File: src/rtl/seq_det_pkg.sv
// Shared defaults and helpers for the programmable serial pattern detector.
package seq_det_pkg;

    localparam int unsigned DEF_MAX_LEN = 8;
    localparam logic [7:0]  DEF_PATTERN = 8'b0000_1101;
    localparam int unsigned DEF_LEN     = 4;
    localparam logic        DEF_OVERLAP = 1'b1;

    // Force a requested pattern length into the legal range 1..max_len.
    function automatic int unsigned clamp_len(input int unsigned len, input int unsigned max_len);
        int unsigned res;
        res = len;
        if (len == 0) begin
            res = 1;
        end else if (len > max_len) begin
            res = max_len;
        end
        return res;
    endfunction

endpackage

File: src/rtl/seq_match_cmp.sv
// Combinational masked compare: newest len history bits against the pattern,
// qualified by enough valid history being present.
module seq_match_cmp #(
    parameter int unsigned MAX_LEN = 8,
    parameter int unsigned LEN_W   = 4
) (
    input  logic [MAX_LEN-1:0] hist_n_i,
    input  logic [MAX_LEN-1:0] pattern_i,
    input  logic [LEN_W-1:0]   len_i,
    input  logic [LEN_W-1:0]   fill_n_i,
    output logic               match_c_o
);

    logic [MAX_LEN-1:0] mask_c;

    // Select bit positions below len; bits at and above len are don't-care.
    always_comb begin
        mask_c = '0;
        for (int i = 0; i < int'(MAX_LEN); i++) begin
            mask_c[i] = (LEN_W'(i) < len_i);
        end
    end

    assign match_c_o = (((hist_n_i ^ pattern_i) & mask_c) == '0) && (fill_n_i >= len_i);

endmodule

File: src/rtl/seq_detect_prog.sv
// Programmable serial bit-pattern detector with valid qualifier,
// overlap control and a saturating match counter.
module seq_detect_prog #(
    parameter int unsigned          MAX_LEN     = 8,
    parameter int unsigned          LEN_W       = 4,
    parameter int unsigned          CNT_W       = 8,
    parameter logic [MAX_LEN-1:0]   DEF_PATTERN = MAX_LEN'(seq_det_pkg::DEF_PATTERN),
    parameter int unsigned          DEF_LEN     = seq_det_pkg::DEF_LEN,
    parameter logic                 DEF_OVERLAP = seq_det_pkg::DEF_OVERLAP
) (
    input  logic               CLK,
    input  logic               RESET,
    input  logic               x,
    input  logic               x_valid,
    input  logic               cfg_load,
    input  logic [MAX_LEN-1:0] cfg_pattern,
    input  logic [LEN_W-1:0]   cfg_len,
    input  logic               cfg_overlap,
    input  logic               count_clr,
    output logic               y,
    output logic [CNT_W-1:0]   match_count,
    output logic [LEN_W-1:0]   fill
);
    import seq_det_pkg::clamp_len;

    localparam logic [LEN_W-1:0] FILL_MAX  = LEN_W'(MAX_LEN);
    localparam logic [LEN_W-1:0] DEF_LEN_C = LEN_W'(clamp_len(DEF_LEN, MAX_LEN));
    localparam logic [CNT_W-1:0] CNT_MAX   = '1;

    logic [MAX_LEN-1:0] hist_q,    hist_d;
    logic [MAX_LEN-1:0] pattern_q, pattern_d;
    logic [LEN_W-1:0]   len_q,     len_d;
    logic [LEN_W-1:0]   fill_q,    fill_d;
    logic               overlap_q, overlap_d;
    logic               y_q,       y_d;
    logic [CNT_W-1:0]   cnt_q,     cnt_d;

    logic [MAX_LEN-1:0] hist_n_c;
    logic [LEN_W-1:0]   fill_n_c;
    logic               match_c;
    logic               accept_c;
    logic               unused_oldest_c;

    // Candidate history/fill as they would be if the current sample is taken.
    assign accept_c        = x_valid & ~cfg_load;
    assign hist_n_c        = {hist_q[MAX_LEN-2:0], x};
    assign fill_n_c        = (fill_q >= FILL_MAX) ? FILL_MAX : fill_q + LEN_W'(1);
    assign unused_oldest_c = hist_q[MAX_LEN-1];

    seq_match_cmp #(
        .MAX_LEN (MAX_LEN),
        .LEN_W   (LEN_W)
    ) u_cmp (
        .hist_n_i  (hist_n_c),
        .pattern_i (pattern_q),
        .len_i     (len_q),
        .fill_n_i  (fill_n_c),
        .match_c_o (match_c)
    );

    // Next-state: config load restarts detection, else an accepted sample shifts in.
    always_comb begin
        hist_d    = hist_q;
        pattern_d = pattern_q;
        len_d     = len_q;
        fill_d    = fill_q;
        overlap_d = overlap_q;
        y_d       = 1'b0;
        cnt_d     = cnt_q;

        if (cfg_load) begin
            pattern_d = cfg_pattern;
            len_d     = LEN_W'(clamp_len(32'(cfg_len), MAX_LEN));
            overlap_d = cfg_overlap;
            hist_d    = '0;
            fill_d    = '0;
        end else if (x_valid) begin
            hist_d = hist_n_c;
            y_d    = match_c;
            // Non-overlapping mode needs a full fresh window after each hit.
            fill_d = (match_c && !overlap_q) ? '0 : fill_n_c;
        end

        if (count_clr) begin
            cnt_d = '0;
        end else if (accept_c && match_c && (cnt_q != CNT_MAX)) begin
            cnt_d = cnt_q + CNT_W'(1);
        end
    end

    // State registers with synchronous reset to the build-time defaults.
    always_ff @(posedge CLK) begin
        if (RESET) begin
            hist_q    <= '0;
            pattern_q <= DEF_PATTERN;
            len_q     <= DEF_LEN_C;
            fill_q    <= '0;
            overlap_q <= DEF_OVERLAP;
            y_q       <= 1'b0;
            cnt_q     <= '0;
        end else begin
            hist_q    <= hist_d;
            pattern_q <= pattern_d;
            len_q     <= len_d;
            fill_q    <= fill_d;
            overlap_q <= overlap_d;
            y_q       <= y_d;
            cnt_q     <= cnt_d;
        end
    end

    assign y           = y_q;
    assign match_count = cnt_q;
    assign fill        = fill_q;

endmodule

File: config.mk
export PLATFORM = sky130hd
export DESIGN_NAME = seq_detect_prog
export DESIGN_NICKNAME = d
export VERILOG_FILES = /design/src/rtl/seq_det_pkg.sv /design/src/rtl/seq_match_cmp.sv /design/src/rtl/seq_detect_prog.sv
export SDC_FILE = /design/constraint.sdc
export NUM_CORES = 1
export LEC_CHECK = 0
export CAP_MARGIN = 10
export CORE_ASPECT_RATIO = 1.25
export CORE_MARGIN = 2
export CORE_UTILIZATION = 45
export DETAILED_ROUTE_END_ITERATION = 6
export GPL_TIMING_DRIVEN = 0
export HOLD_SLACK_MARGIN = 0.08
export PLACE_DENSITY_LB_ADDON = 0.2
export REMOVE_ABC_BUFFERS = 1
export SYNTH_ARGS = -nofsm -noshare
export SYNTH_HDL_FRONTEND = slang
export SYNTH_HIERARCHICAL = 1
export SYNTH_SLANG_ARGS = --single-unit
File: constraint.sdc
create_clock -name CLK -period 2.9 [get_ports CLK]
set_clock_uncertainty 0.05 [all_clocks]
set_input_delay 0.87 -clock CLK [delete_from_list [all_inputs] [get_ports CLK]]
set_output_delay 0.87 -clock CLK [all_outputs]
set_load 0.02 [all_outputs]
==> impl_metrics.env <==
export IMPL_status="finished with violations"
export IMPL_violations="DRC"
export IMPL_cts_buffer_depth=2
export IMPL_critical_path_endpoint_type="flop"
export IMPL_grt_pass1_vias=1399
export IMPL_post_synth_num_cell_types=43
export IMPL_layout_cells_non_filler=257
export IMPL_fill_cells=333
export IMPL_placedInstanceArea_um2=2010
export IMPL_die_x_um=58.8
export IMPL_antennaDiodeCount=0
export IMPL_timing_hold_violations_final=0
export IMPL_clkTransAtPathRegs_ns=0.07
export IMPL_dp_cells=247
export IMPL_p_leak_uw=0.000857
export IMPL_htreeDepth=2
export IMPL_grt_antenna_before_repair=0
export IMPL_grt_pass1_wl_um=6100
export IMPL_crit_chain="clkdlybuf4s50_1 > xnor2_1 > o22ai_1 > a2111oi_4 > nand3b_4 > or4_1 > o211a_1"
export IMPL_grt_max_degree=23
export IMPL_rsz0062_at_grt="no"
export IMPL_top_level_ports=32
export IMPL_cts_hold_fix_buffers=0
export IMPL_clock_sinks=33
export IMPL_core_area_um2=3540
export IMPL_ant_nets=0
export IMPL_final_area_um2=2120
export IMPL_drt_iter0_drc=68
export IMPL_slew_headroom_pct=41.1
export IMPL_power_density_nw_per_um2=434
export IMPL_synth_avg_cell_area_um2=9.12
export IMPL_dieArea_um2=4260
export IMPL_fin_crit_sh_pct=96.4
export IMPL_cpPeakStageDelay_ns=0.57
export IMPL_clockRootBuffer="clkbuf_8"
export IMPL_slew_viol_final=0
export IMPL_hold_path_class="flop to flop"
export IMPL_setup_ws_ns=0.104
export IMPL_grt_total_usage_pct=18.6
export IMPL_grt_overflow=0
export IMPL_start_util_pct=47.6
export IMPL_cp_start_kind="input port"
export IMPL_ys_ff_latch=33
export IMPL_synth_warnings=6
export IMPL_period_minus_slack_ns=2.80
export IMPL_firstDrtPassIters=6
export IMPL_cts_buffers_inserted=5
export IMPL_tns_ns=0
export IMPL_route_detailed_drc=2
export IMPL_async_flop_share_pct=0
export IMPL_irDropWorstVdd_uv=370
export IMPL_register_area_um2=663
export IMPL_multi_input_area_um2=977
export IMPL_arrival_ns=2.94
export IMPL_cap_violations=0
export IMPL_crit_path_max_fanout=8
export IMPL_drt_vias_per_instance=5.75
export IMPL_vias=1479
export IMPL_portBuffers=31
export IMPL_clock_fmax_mhz=358
export IMPL_critical_path_required_ns=3.04
export IMPL_setup_viol=0
export IMPL_hpwl_um=2710
export IMPL_drive_gt1_share_pct=8.26
export IMPL_critPathKind="input port to flop"
export IMPL_tightest_slew_ns=0.880
export IMPL_hold_ws_ns=0.455
export IMPL_dp_slack_ns=-0.435
export IMPL_crit_slowest_cell="or4_1"
export IMPL_clk_latency_ns=0.29
export IMPL_cts_tree="done"
export IMPL_syn_cell_area_um2=1690
export IMPL_globalplace_congestion=0.908
export IMPL_die_height_um=72.4
export IMPL_layout_nets=243
export IMPL_syn_inst=185
export IMPL_synth_edf_count=0
export IMPL_wirelength_um=3760
export IMPL_area_growth_syn_to_layout_pct=25.9
export IMPL_ys_seq_area_share_pct=39.2
export IMPL_num_rows=24
export IMPL_synth_top_flop_cell="dfxtp_1"
export IMPL_avgRoutedWirePerCell_um=14.6
## synthesized netlist by cell type, types with 4 or more instances
master    count  area, µm²
o21ai_0       6       30.0
nor2b_1       6       37.5
a31oi_1       4       25.0
a211o_1       4       35.0
nand2b_1      5       31.3
mux2i_1      16        160
a21oi_1       9       45.0
xnor2_1       6       52.6
nand2_1      10       37.5
nor3_1        6       30.0
nor2_1       18       67.6
buf_2         4       20.0
dfxtp_1      33        661
ha_1          7       87.6
inv_1         7       26.3
## area by class of cell
| cell class | count | area share, % |
|---|---|---|
| well taps | 39 | 2.30 |
| clock inverters | 2 | 0.471 |
| inverters | 7 | 1.24 |
| multi-input cells | 137 | 46.0 |
| clock buffers | 6 | 3.42 |
| flip-flops and latches | 33 | 31.2 |
| repair buffers | 33 | 15.3 |
## routing by layer
layer | wire length [µm] | track usage [%]
met1 | 1500 | 19.2
met2 | 1980 | 34.0
met3 | 177 | 4.46
met4 | 96 | 9.60
met5 | 0 | 0
## sequential cells by signal, summed over array words and instances (netlist names)
name         flops
hist_q           7
y                1
pattern_q        8
match_count      8
overlap_q        1
len_q            4
fill             4
## metrics by stage
step                      utilization [%]  power [µW]
final                                59.9         922
after global routing                 59.9         963
after CTS                            59.8         934
after detailed placement             56.6         592
after global placement               56.6         588
after floorplan                         -         540
## where the power goes
part	switching (µW)	internal [µW]	leakage, µW	total [µW]
logic	50.2	59.2	0.000542	109
clock network	169	166	0.0000450	335
registers	12.1	466	0.000270	478
total	231	691	0.000857	922
## layout by cell type, fill, tap and decap left out, drive strengths merged, types with 2 or more instances in the layout
| cell type | n |
|---|---|
| mux2i | 16 |
| nor3 | 6 |
| clkbuf | 6 |
| nor2b | 6 |
| a211o | 4 |
| clkinv | 2 |
| inv | 7 |
| xnor2 | 6 |
| nor2 | 18 |
| buf | 2 |
| a41oi | 2 |
| and3 | 3 |
| a31oi | 4 |
| a21oi | 9 |
| o21ai | 6 |
| clkdlybuf4s50 | 31 |
| a21o | 2 |
| nand2 | 10 |
| ha | 7 |
| or2 | 2 |
| nand3b | 3 |
| xor2 | 3 |
| a211oi | 3 |
| nand3 | 4 |
| nor4 | 3 |
| nand2b | 5 |
| dfxtp | 33 |
## final timing paths
kind,from,to,slack (ns),cells past startpoint
max,x,match_count[7],0.10,7
min,fill[1],fill[1],0.45,2
max reg2reg,fill[0],match_count[7],0.14,11
min reg2reg,fill[1],fill[1],0.45,2
## kinds of logic (layout without fill, tap and decap cells)
group | count (synthesis) | after routing | synth area share (%)
AND/OR/NAND/NOR | 70 | 70 | 23.4
AO/OA/AOI/OAI | 35 | 35 | 14.2
flip-flops | 33 | 33 | 39.2
multiplexers | 16 | 16 | 9.50
buffers and inverters | 15 | 48 | 3.86
XOR/XNOR | 9 | 9 | 4.67
adder cells (fa/ha/maj) | 7 | 7 | 5.19
## timing repair
action	4_1_cts	5_1_grt
endpoints found under the setup margin	3	6
pin swaps	1	1
buffers inserted	2	0
gates resized for setup	2	2
## critical path, delay by kind of cell
family | cells | cell delay, ns
buffers and inverters | 1 | 0.50
AOI/OAI and AO/OA | 3 | 0.71
and+or+nand+nor | 2 | 0.74
xor gates and xnor gates | 1 | 0.12
Note: power is estimated with default switching activity, not from simulation.
